## src/rtl/sif_xa_wa_bridge.sv

```systemverilog
// -----------------------------------------------------------------------------
// sif_xa_wa_bridge
// XA -> WA word FIFO (first-word-fall-through) plus a WA -> XA return register.
//
// Parameters:
//   DATA_W    : width of every data port and of storage
//   DEPTH     : FIFO entries, power of two, >= 2
//   ERR_CNT_W : width of err_cnt (only with SIF_BRIDGE_ERR_CNT_EN)
//
// Ports:
//   clk, rst_n      : clock (rising edge), async active-low reset
//   xa_wr_s/xa_wr_data : XA push strobe and word
//   xa_rd_s         : XA read strobe for the return register
//   xa_rd_data      : registered return word
//   xa_rd_valid_s   : one-cycle pulse, xa_rd_data updated
//   xa_full         : FIFO holds DEPTH words
//   xa_err_s        : one-cycle pulse on illegal (wr+rd) or dropped (wr while full) op
//   wa_valid_s/wa_data : FIFO head presentation (wa_data is 0 when empty)
//   wa_ack_s        : WA pops the head when wa_valid_s=1
//   wa_wr_s/wa_wr_data : WA return-register write
//   level           : FIFO occupancy, 0..DEPTH
//
// Optional feature macro: SIF_BRIDGE_ERR_CNT_EN
//   Adds output err_cnt[ERR_CNT_W-1:0], a saturating count of xa_err_s pulses,
//   cleared only by rst_n.
// -----------------------------------------------------------------------------
module sif_xa_wa_bridge #(
  parameter int DATA_W    = 16,
  parameter int DEPTH     = 8,
  parameter int ERR_CNT_W = 8
) (
  input  logic                     clk,
  input  logic                     rst_n,
  input  logic                     xa_wr_s,
  input  logic [DATA_W-1:0]        xa_wr_data,
  input  logic                     xa_rd_s,
  output logic [DATA_W-1:0]        xa_rd_data,
  output logic                     xa_rd_valid_s,
  output logic                     xa_full,
  output logic                     xa_err_s,
  output logic                     wa_valid_s,
  output logic [DATA_W-1:0]        wa_data,
  input  logic                     wa_ack_s,
  input  logic                     wa_wr_s,
  input  logic [DATA_W-1:0]        wa_wr_data,
  output logic [$clog2(DEPTH):0]   level
`ifdef SIF_BRIDGE_ERR_CNT_EN
  ,output logic [ERR_CNT_W-1:0]    err_cnt
`endif
);

  localparam int PTR_W = $clog2(DEPTH);
  localparam int LVL_W = PTR_W + 1;

  // Width parameter must be at least one bit; an empty block keeps it referenced
  // in builds where the counter is absent.
  if (ERR_CNT_W < 1) begin : g_err_cnt_w_invalid
  end

  logic [DATA_W-1:0] mem_r [DEPTH];
  logic [PTR_W-1:0]  wr_ptr_r;
  logic [PTR_W-1:0]  rd_ptr_r;
  logic [LVL_W-1:0]  level_r;
  logic [DATA_W-1:0] ret_r;
  logic [DATA_W-1:0] rd_data_r;
  logic              rd_valid_r;
  logic              err_r;

  logic              full_s;
  logic              nonempty_s;
  logic              push_s;
  logic              pop_s;
  logic              rd_ok_s;
  logic              err_nxt_s;
  logic [LVL_W-1:0]  level_nxt_s;

  assign full_s     = (level_r == LVL_W'(DEPTH));
  assign nonempty_s = (level_r != {LVL_W{1'b0}});

  // XA decode and FIFO occupancy update; full is judged on registered state so a
  // same-cycle pop never rescues a push into a full FIFO.
  always_comb begin
    push_s      = 1'b0;
    rd_ok_s     = 1'b0;
    err_nxt_s   = 1'b0;
    pop_s       = nonempty_s & wa_ack_s;
    level_nxt_s = level_r;
    case ({xa_wr_s, xa_rd_s})
      2'b10: begin
        if (full_s) begin
          err_nxt_s = 1'b1;
        end else begin
          push_s = 1'b1;
        end
      end
      2'b01:   rd_ok_s   = 1'b1;
      2'b11:   err_nxt_s = 1'b1;
      default: ;
    endcase
    case ({push_s, pop_s})
      2'b10:   level_nxt_s = level_r + LVL_W'(1);
      2'b01:   level_nxt_s = level_r - LVL_W'(1);
      default: level_nxt_s = level_r;
    endcase
  end

  // Storage array; intentionally not reset.
  always_ff @(posedge clk) begin
    if (push_s) begin
      mem_r[wr_ptr_r] <= xa_wr_data;
    end
  end

  // Pointers, occupancy, return register and registered XA pulses.
  always_ff @(posedge clk or negedge rst_n) begin
    if (!rst_n) begin
      wr_ptr_r   <= {PTR_W{1'b0}};
      rd_ptr_r   <= {PTR_W{1'b0}};
      level_r    <= {LVL_W{1'b0}};
      ret_r      <= {DATA_W{1'b0}};
      rd_data_r  <= {DATA_W{1'b0}};
      rd_valid_r <= 1'b0;
      err_r      <= 1'b0;
    end else begin
      // Pointers wrap naturally modulo DEPTH (power of two).
      if (push_s) wr_ptr_r <= wr_ptr_r + PTR_W'(1);
      if (pop_s)  rd_ptr_r <= rd_ptr_r + PTR_W'(1);
      level_r <= level_nxt_s;
      // A same-cycle read sees the old return value.
      if (rd_ok_s) rd_data_r <= ret_r;
      if (wa_wr_s) ret_r <= wa_wr_data;
      rd_valid_r <= rd_ok_s;
      err_r      <= err_nxt_s;
    end
  end

`ifdef SIF_BRIDGE_ERR_CNT_EN
  logic [ERR_CNT_W-1:0] err_cnt_r;

  // Saturating error counter, steps on the same edge as the xa_err_s pulse.
  always_ff @(posedge clk or negedge rst_n) begin
    if (!rst_n) begin
      err_cnt_r <= {ERR_CNT_W{1'b0}};
    end else if (err_nxt_s && (err_cnt_r != {ERR_CNT_W{1'b1}})) begin
      err_cnt_r <= err_cnt_r + ERR_CNT_W'(1);
    end
  end

  assign err_cnt = err_cnt_r;
`endif

  assign xa_rd_data    = rd_data_r;
  assign xa_rd_valid_s = rd_valid_r;
  assign xa_err_s      = err_r;
  assign xa_full       = full_s;
  assign level         = level_r;
  assign wa_valid_s    = nonempty_s;
  assign wa_data       = nonempty_s ? mem_r[rd_ptr_r] : {DATA_W{1'b0}};

endmodule

```

## config.mk

```make
export PLATFORM = sky130hd
export DESIGN_NAME = sif_xa_wa_bridge
export DESIGN_NICKNAME = d
export VERILOG_FILES = /design/src/rtl/sif_xa_wa_bridge.sv
export SDC_FILE = /design/constraint.sdc
export NUM_CORES = 1
export LEC_CHECK = 0
export CORE_ASPECT_RATIO = 0.75
export CORE_UTILIZATION = 40
export CTS_CLUSTER_SIZE = 30
export DETAILED_ROUTE_END_ITERATION = 10
export DONT_BUFFER_PORTS = 1
export GPL_ROUTABILITY_DRIVEN = 1
export RECOVER_POWER = 100
export REMOVE_ABC_BUFFERS = 1
export SLEW_MARGIN = 0
export SYNTH_ARGS = -nofsm -noshare
export SYNTH_HDL_FRONTEND = slang
export SYNTH_SLANG_ARGS = --single-unit
```

## constraint.sdc

```tcl
create_clock -name clk -period 3.5 [get_ports clk]
set_clock_uncertainty 0.2 [all_clocks]
set_input_delay 0.35 -clock clk [delete_from_list [all_inputs] [get_ports clk]]
set_output_delay 0.35 -clock clk [all_outputs]
set_load 0.02 [all_outputs]
```

# ---- Yosys cells after proc, flatten, opt, wreduce, memory -nomap -nowiden
# Memories as Yosys holds them, arrays and structs flattened.
# Index checks and enable logic that the tools add are counted.
# Widths: inputs -> output; s select.
dict set report word_totals {
  ff_bits 44
  latchBits 0
  ram_bits 128
  mem_bits_ro 0
  inputBits 38
  output_inout_bits 40
  wordCells 30
  memories 1
}
# memory depth width read_ports rd_ports_with_merged_regs write_ports line_no
set memory_table {}
lappend memory_table {mem_r 8 16 1 0 1 60} ;# logic [DATA_W-1:0] mem_r [DEPTH];
dict set report classes {
  addsub 4
  n_mul 0
  div 0
  n_lt_le_gt_ge 0
  n_eq_ne 6
  n_shift 0
  n_mux 9
  bitwise_logic 1
  reduce_logical 2
}
# cell n
set ops {}
lappend ops {{$mux 16} 1}
lappend ops {{$pmux 4 s2} 1}
lappend ops {{$add 3x1->3 const B} 2}
lappend ops {{$eq 2x2->1 const B} 3}
lappend ops {{$mux 1} 6}
lappend ops {{$add 4x1->4 const B} 1}
lappend ops {{$eq 2x1->1 const B} 2}
lappend ops {{$eq 4x4->1 const B} 1}
lappend ops {{$reduce_bool 4->1} 1}
lappend ops {{$sub 4x1->4 const B} 1}
lappend ops {{$pmux 1 s2} 1}
lappend ops {{$reduce_bool 2->1} 1}
lappend ops {{$and 1x1->1} 1}

# ---- Logic depth before layout (Yosys ltp)
# Gate-level depths: netlist (run 1).
dict set report depth {
  depth_word 5
  depth_mapped 12
}

# ---- Worst setup path after synthesis (run 1)
# OpenSTA, ideal clock, no wires.
dict set report synth_path {
  path_type {flip-flop to flip-flop}
  start {reg level_r[1], in the netlist level[1]}
  end {mem mem_r[1][0] (enable)}
  setup_time_ns 0.409
  t_arrival_ns 2.426
  t_required_ns 2.891
  setup_slack_ns 0.465
  stages_incl_launch_ff 6
  n_path_buf 1
  synth_period_minus_slack_ns 3.035
  cell_sequence {dfrtp_1 buf_2 nor4b_2 nor3b_2 nand2_1 nor3_1}
}
dict set report synth_via {
  elab_chain_len 5
}
# element line_no
set synth_lines {}
lappend synth_lines {{start, declared} 63} ;# logic [LVL_W-1:0] level_r;
lappend synth_lines {{start signal, assigned} 119} ;# level_r <= {LVL_W{1'b0}};
lappend synth_lines {{start signal, assigned} 128} ;# level_r <= level_nxt_s;
lappend synth_lines {{$eq 4x4->1} 77} ;# assign full_s = (level_r == LVL_W'(DEPTH));
lappend synth_lines {{named net xa_full} 39} ;# output logic xa_full,
lappend synth_lines {{$mux 1} 90} ;# if (full_s) begin
lappend synth_lines {{$mux 1} 88} ;# case ({xa_wr_s, xa_rd_s})
lappend synth_lines {{$mux 1} 109} ;# if (push_s) begin
lappend synth_lines {{$mux 1 (not written as such)} 110} ;# mem_r[wr_ptr_r] <= xa_wr_data;
lappend synth_lines {{end, declared} 60}
# The timed path passes the listed nets, and every way through them passes these cells.

# ---- Final worst setup path (run 1)
dict set report layout_path {
  start {reg level_r[2], in the netlist level[2]}
  end {out wa_data[4]}
}
dict set report layout_via {
  elab_chain_len 2
}
# element line_no
set layout_lines {}
lappend layout_lines {{$reduce_bool 4->1} 78} ;# assign nonempty_s = (level_r != {LVL_W{1'b0}});
lappend layout_lines {{$mux 16} 158} ;# assign wa_data = nonempty_s ? mem_r[rd_ptr_r] : {DATA_W{1'b0}};
lappend layout_lines {{end, declared} 42} ;# output logic [DATA_W-1:0] wa_data,
# Every way passes these cells.

==> out/results.ini, run 1 <==
[floorplan]
fp.dieH_um = 114
core_area_um2 = 16200
dieArea_um2 = 17300
initial_core_util = 0.415
row_count = 40
boundaryPins = 78
die_x_um = 152

[timing]
fmax_mhz = 324
fin_tns_setup_ns = 0
hold_viol = 0
min_period_ns = 3.09
rsz0062_at_grt = false
report.final.slew_viol_count = 0
worstMarginPinSlew_ns = 0.972
post-route-period-util = 0.883
finalSetupViolCount = 0
relSlewSlack = 0.352

[clock_tree]
clk_latency_ns = 0.42
htreeDepth = 4
root_buffer = clkbuf_16
ctsResizeCount = 0
max-clock-path-buffers = 2
cts_made_buffers = 17
cts_sinks = 172
cts_tree = yes
clk_pin_slew_ns = 0.06

[pwr]
power_frac_comb = 0.259
p_sw_uw = 1890
sw_frac_of_total = 0.308
irDropWorstVdd_v = 0.000287
pwr-share-seq = 0.438
clkPwrFrac = 0.303
pwr_density_cell_nw_per_um2 = 759
power_leakage_uw = 0.00284
total_power_uw = 6140
p_int_uw = 4250

[worst_setup_path]
reg2reg_slack_ns = 0.46
criticalPathCategory = flip-flop to output port
critPathCaptureType = output port
crit_buf_inv = 1
crit_arrival_ns = 2.54
cp_max_fo = 16
crit_family = simple AND/OR/NAND/NOR gates
cp_cell_sequence = nor4_1, clkbuf_1, nor2_1
critPathMaxStageDelay_ns = 0.77
critPathSlowestCell = clkbuf_1
required_ns = 2.95
start_kind = flip-flop

[final_layout]
drive_gt1_frac = 0.238
syn_to_final_growth_pct = 20.3
final_nets = 450

[synth]
syn-cell-area_um2 = 6730
yosys_warnings = 0
ys_types = 31
ys_ff_latch = 172
seq_area_frac_synth = 0.735
synth_cells = 336
syn_avg_cell_area_um2 = 20.0

[placement]
port_buffers = 0
gp_congestion = 0.716
hpwl_um = 7390

[routing]
ant_nets = 0
drtIter0Drc = 187
dr.pass1.iters = 4
wire_per_inst_um = 19.8
vias = 3261
vias_per_cell = 5.17
remaining_drc_errors = 0
drt_wl_total_um = 12500

[global_route]
grt_pass1_wl_um = 19700
grt_pass1_vias = 3505
grt-ovfl-total = 0
grt_usage = 0.159
antenna_found_initial = 1
grt_max_degree = 45

[job]
maxCapViolations = 0

[outcome]
status = finished, final reports clean

[hold_path]
worstHoldPathType = input port to flip-flop

==> synth_stat cells (all sizes together) <==
| cell type | number | area [um^2] |
|---|---|---|
| and2 | 1 | 8.76 |
| nor3 | 2 | 10.0 |
| nor2b | 2 | 12.5 |
| buf | 9 | 63.8 |
| dfrtp | 44 | 1100 |
| a41oi | 1 | 8.76 |
| nand2b | 4 | 25.0 |
| a21oi | 2 | 10.0 |
| nand2 | 4 | 15.0 |
| nand3b | 1 | 7.51 |
| inv | 2 | 7.50 |
| nor3b | 2 | 20.0 |
| mux2 | 35 | 398 |
| ha | 5 | 62.6 |
| nor4 | 1 | 21.3 |
| mux4 | 32 | 721 |
| nor4b | 1 | 15.0 |
| a211o | 1 | 8.76 |
| nor2 | 25 | 93.8 |
| mux2i | 16 | 160 |
| xor2 | 6 | 52.6 |
| xnor2 | 3 | 26.3 |
| clkbuf | 9 | 33.8 |
| edfxtp | 128 | 3840 |
==> stage by stage <==
step	instances	hold WS (ns)	instance area, um^2	worst slack (ns)	util
floorplan	318	-0.146	6630	0.470	-
global placement	544	-0.145	7020	0.798	0.433
detailed placement	544	-0.145	7020	0.690	0.433
CTS	630	0.0170	8160	0.508	0.503
global route	630	0.111	8090	0.218	0.499
finish	631	0.119	8090	0.410	0.499
==> power groups by stage <==
stage | logic, uW | registers [uW] | clock network (uW)
4_1_cts | 1670 | 2710 | 1900
5_1_grt | 1740 | 2720 | 1980
6_report | 1590 | 2690 | 1860
3_5_place_dp | 1570 | 2760 | 0
2_1_floorplan | 1090 | 2840 | 0
3_3_place_gp | 1550 | 2740 | 0
==> registers in the layout, summed over array words and instances (netlist names) <==
| register | flops |
|---|---|
| xa_rd_valid_s | 1 |
| xa_err_s | 1 |
| xa_rd_data | 16 |
| ret_r | 16 |
| wr_ptr_r | 3 |
| mem_r | 128 |
| rd_ptr_r | 3 |
| level | 4 |
==> repair_timing <==
item | in CTS | in global routing
hold buffers | 54 | 0
setup endpoints to repair | 0 | 0
buffers inserted | 0 | 0
endpoints found under the hold margin | 192 | 0
==> routing by layer <==
layer,track usage,part of all wire
met5,0,0
met4,0.0548,0.015
met2,0.255,0.50
met3,0.0538,0.044
met1,0.202,0.44
==> layout by cell type (no fill, tap or decap), drive strengths merged <==
| cell type | netlist | final |
|---|---|---|
| xor2 | 6 | 6 |
| nor2 | 25 | 25 |
| nand3b | 1 | 1 |
| buf | 9 | 5 |
| nor3b | 2 | 2 |
| mux2i | 16 | 16 |
| nor2b | 2 | 2 |
| diode | 0 | 1 |
| nor4 | 1 | 1 |
| edfxtp | 128 | 128 |
| dfrtp | 44 | 44 |
| mux4 | 32 | 32 |
| clkinv | 0 | 6 |
| mux2 | 35 | 35 |
| nor3 | 2 | 2 |
| inv | 2 | 3 |
| bufinv | 0 | 3 |
| nand2 | 4 | 4 |
| a21oi | 2 | 2 |
| xnor2 | 3 | 3 |
| nor4b | 1 | 1 |
| a41oi | 1 | 1 |
| a211o | 1 | 1 |
| dlygate4sd3 | 0 | 53 |
| clkbuf | 9 | 32 |
| and2 | 1 | 1 |
| clkinvlp | 0 | 2 |
| ha | 5 | 5 |
| nand2b | 4 | 4 |
==> layout make-up <==
type | count | area, um^2
inverter | 2 | 7.51
timing repair buffer | 70 | 643
clock buffer | 20 | 437
clock inverter | 12 | 146
sequential | 172 | 4950
tap | 210 | 263
antenna | 1 | 2.50
multi-input combinational | 144 | 1640
fill | 1362 | 8130
==> path summary, 6_finish.rpt <==
| path | from | endpoint | depth (start not counted) |
|---|---|---|---|
| min reg2reg | ret_r[11]$_DFFE_PN0P_ | xa_rd_data[11]$_DFFE_PN0P_ | 1 |
| min in group asynchronous | rst_n | ret_r[0]$_DFFE_PN0P_ | 2 |
| max | level[2]$_DFFE_PN0P_ | wa_data[4] | 3 |
| max reg2reg | level[1]$_DFFE_PN0P_ | level[2]$_DFFE_PN0P_ | 10 |
| max in group asynchronous | rst_n | rd_ptr_r[0]$_DFFE_PN0P_ | 2 |
| min | xa_wr_s | wr_ptr_r[0]$_DFFE_PN0P_ | 2 |
==> cells by family (layout without fill, tap and decap cells) <==
logic type,count (synthesis),after routing,share of synthesized area
AO/OA/AOI/OAI,4,4,0.00409
XOR/XNOR,9,9,0.0117
adder cells (fa/ha/maj),5,5,0.00930
buffers and inverters,20,104,0.0156
flip-flops,172,172,0.735
multiplexers,83,83,0.190
other,0,1,0
AND/OR/NAND/NOR,43,43,0.0340
Power figures use the tool's default switching activity.
==> inputs of run 2 (changes only) <==
--- a/config.mk
+++ b/config.mk
@@ -6,13 +6,13 @@
 export NUM_CORES = 1
 export LEC_CHECK = 0
 export CORE_ASPECT_RATIO = 0.75
-export CORE_UTILIZATION = 40
+export CORE_UTILIZATION = 30
 export CTS_CLUSTER_SIZE = 30
 export DETAILED_ROUTE_END_ITERATION = 10
 export DONT_BUFFER_PORTS = 1
 export GPL_ROUTABILITY_DRIVEN = 1
+export GPL_TIMING_DRIVEN = 0
 export RECOVER_POWER = 100
-export REMOVE_ABC_BUFFERS = 1
 export SLEW_MARGIN = 0
 export SYNTH_ARGS = -nofsm -noshare
 export SYNTH_HDL_FRONTEND = slang
==> run 2 against run 1 <==
Effect of this change: the run now ends with max-capacitance violations, max-slew violations left; via count decreased by 0.15%; register-to-register slack got worse by 0.25 ns; sequential power decreased by 1%; total power increased by 2.0%; combinational power increased by 10%; cell area increased by 0.23%; largest cell class unchanged; largest power group unchanged.
==> out/results.ini, run 2 (same netlist as run 1, synthesis figures left out) <==
[outcome]
status = finished, violations left
violations = max-capacitance violations, max-slew violations

[final_layout]
largest_register_ffs = 128  ; unchanged
final_cell_mix = 128 x edfxtp_1, 44 x dfrtp_1, 36 x dlygate4sd3_1
top_register = mem_r
syn_to_final_growth_pct = 20.5
drive_gt1_frac = 0.258  ; +0.0204
fin_cells = 709  ; +12%
final_common_cell = edfxtp_1
final_nets = 445  ; -1.1%

[clock_tree]
cts_made_buffers = 17  ; unchanged
clk_latency_ns = 0.42  ; about the same
ctsResizeCount = 0  ; unchanged
htreeDepth = 4  ; unchanged
cts_tree = yes
cts_sinks = 172  ; unchanged
root_buffer = clkbuf_16
clk_pin_slew_ns = 0.07  ; about the same
max-clock-path-buffers = 2  ; unchanged

[routing]
vias = 3256  ; -0.15%
wire_per_inst_um = 19.0  ; -4.0%
drt_wl_total_um = 13500  ; +7.9%
drtIter0Drc = 254  ; +36%
vias_per_cell = 4.59  ; -11%
dr.pass1.iters = 4  ; unchanged
ant_nets = 0  ; unchanged
remaining_drc_errors = 0  ; unchanged

[floorplan]
fp.dieH_um = 132  ; +15%
boundaryPins = 78  ; unchanged
core_area_um2 = 22100  ; +36%
initial_core_util = 0.305  ; -0.110
dieArea_um2 = 23000  ; +33%
die_x_um = 175  ; +15%
row_count = 47  ; +18%

[pwr]
power_frac_comb = 0.280  ; +0.021
pwr_density_cell_nw_per_um2 = 772  ; +1.7%
pwr-share-seq = 0.423  ; -0.015
power_leakage_uw = 0.00280  ; -1.6%
clkPwrFrac = 0.296  ; -0.007
p_sw_uw = 1990  ; +5.3%
sw_frac_of_total = 0.318  ; +0.00998
p_int_uw = 4270  ; +0.49%
irDropWorstVdd_v = 0.000470  ; +64%

[worst_setup_path]
critPathCaptureType = flip-flop
crit_arrival_ns = 3.40  ; +0.86 ns
cp_max_fo = 8  ; -8
criticalPathCategory = flip-flop to flip-flop
start_kind = flip-flop
required_ns = 3.61  ; +0.66 ns

[timing]
post-route-period-util = 0.940  ; +0.0574
fmax_mhz = 304  ; -6.1%
finalSetupViolCount = 0  ; unchanged
report.final.slew_viol_count = 45  ; +45
min_period_ns = 3.29  ; +0.201 ns
fin_ws_ns = 0.209  ; -0.201 ns
worstMarginPinSlew_ns = 2.33  ; +1.35 ns
hold_viol = 0  ; unchanged
relSlewSlack = -0.551  ; -0.903
rsz0062_at_grt = false

[global_route]
grt_pass1_vias = 3643  ; +3.9%
grt_max_degree = 45  ; unchanged
grt_pass1_wl_um = 21400  ; +8.4%
grt_usage = 0.127  ; -0.0316
antenna_found_initial = 1  ; unchanged
grt-ovfl-total = 0  ; unchanged

[synth]
syn-num-nets = 379

[hold_path]
worstHoldPathType = input port to flip-flop

[placement]
gp_congestion = 0.721  ; +0.68%
dp_slack_ns = 0.238  ; -0.452 ns
hpwl_um = 9050  ; +22%
dp_cells = 640  ; +18%
port_buffers = 0  ; unchanged

[job]
maxCapViolations = 1  ; +1

==> run 2: per-layer routing <==
layer	global-route usage	wire length, um	up-vias
li1	-	-	1439
met1	0.154	5610	1731
met2	0.212	6800	72
met3	0.0394	836	14
met4	0.0507	232	0
met5	0	0	-
==> run 2: final timing paths <==
kind	start	to	slack (ns)	cells after the start
worst max-delay path	level[1]$_DFFE_PN0P_	level[2]$_DFFE_PN0P_	0.21	12
worst min-delay path	wa_ack_s	rd_ptr_r[0]$_DFFE_PN0P_	0.11	3
worst max register to register	level[1]$_DFFE_PN0P_	level[2]$_DFFE_PN0P_	0.21	12
worst min register to register	ret_r[11]$_DFFE_PN0P_	xa_rd_data[11]$_DFFE_PN0P_	0.29	1
max in group asynchronous	rst_n	wr_ptr_r[1]$_DFFE_PN0P_	0.77	2
min in group asynchronous	rst_n	xa_rd_data[8]$_DFFE_PN0P_	0.99	2
==> run 2: power by group through the flow <==
stage,clock [uW],sequential (uW),combinational (uW)
2_1_floorplan,0,2650,1350
3_3_place_gp,0,2680,1680
3_5_place_dp,0,2690,1770
4_1_cts,1900,2650,1840
5_1_grt,1980,2670,1910
6_report,1860,2650,1750
==> run 2: layout make-up <==
class / count / area [um^2]
clock inverter: 12 / 148
multi-input combinational: 144 / 1680
tap: 294 / 368
antenna: 1 / 2.50
fill: 2022 / 13900
clock buffer: 19 / 433
buffer: 18 / 96.3
inverter: 2 / 7.51
sequential: 172 / 4940
timing repair buffer: 47 / 424
==> run 2: critical path, stage by stage (launching register included) <==
cell     delay (ns)
dfrtp_1        0.46
buf_2          0.22
nor4_4         0.62
inv_2          0.17
and2_0         0.23
buf_6          0.14
ha_1           0.25
xor2_1         0.17
ha_1           0.19
a21oi_1        0.14
xor2_1         0.18
nor2_1         0.07
xor2_1         0.14
==> run 2: repair_timing <==
action	in CTS	in global routing
setup buffers	0	0
hold endpoints to repair	191	0
hold buffers	37	0
==> run 2: metrics by stage <==
stage          setup TNS (ns)  hold slack [ns]  power [uW]  cell area (um^2)  utilization
6_report                    0            0.109        6260              8110        0.368
5_1_grt                     0            0.107        6570              8110        0.368
4_1_cts                     0           0.0382        6390              8220        0.373
3_5_place_dp                0           -0.145        4460              7250        0.329
3_3_place_gp           -26.73           -0.145        4360              7090        0.322
2_1_floorplan               0           -0.146        4000              6730            -
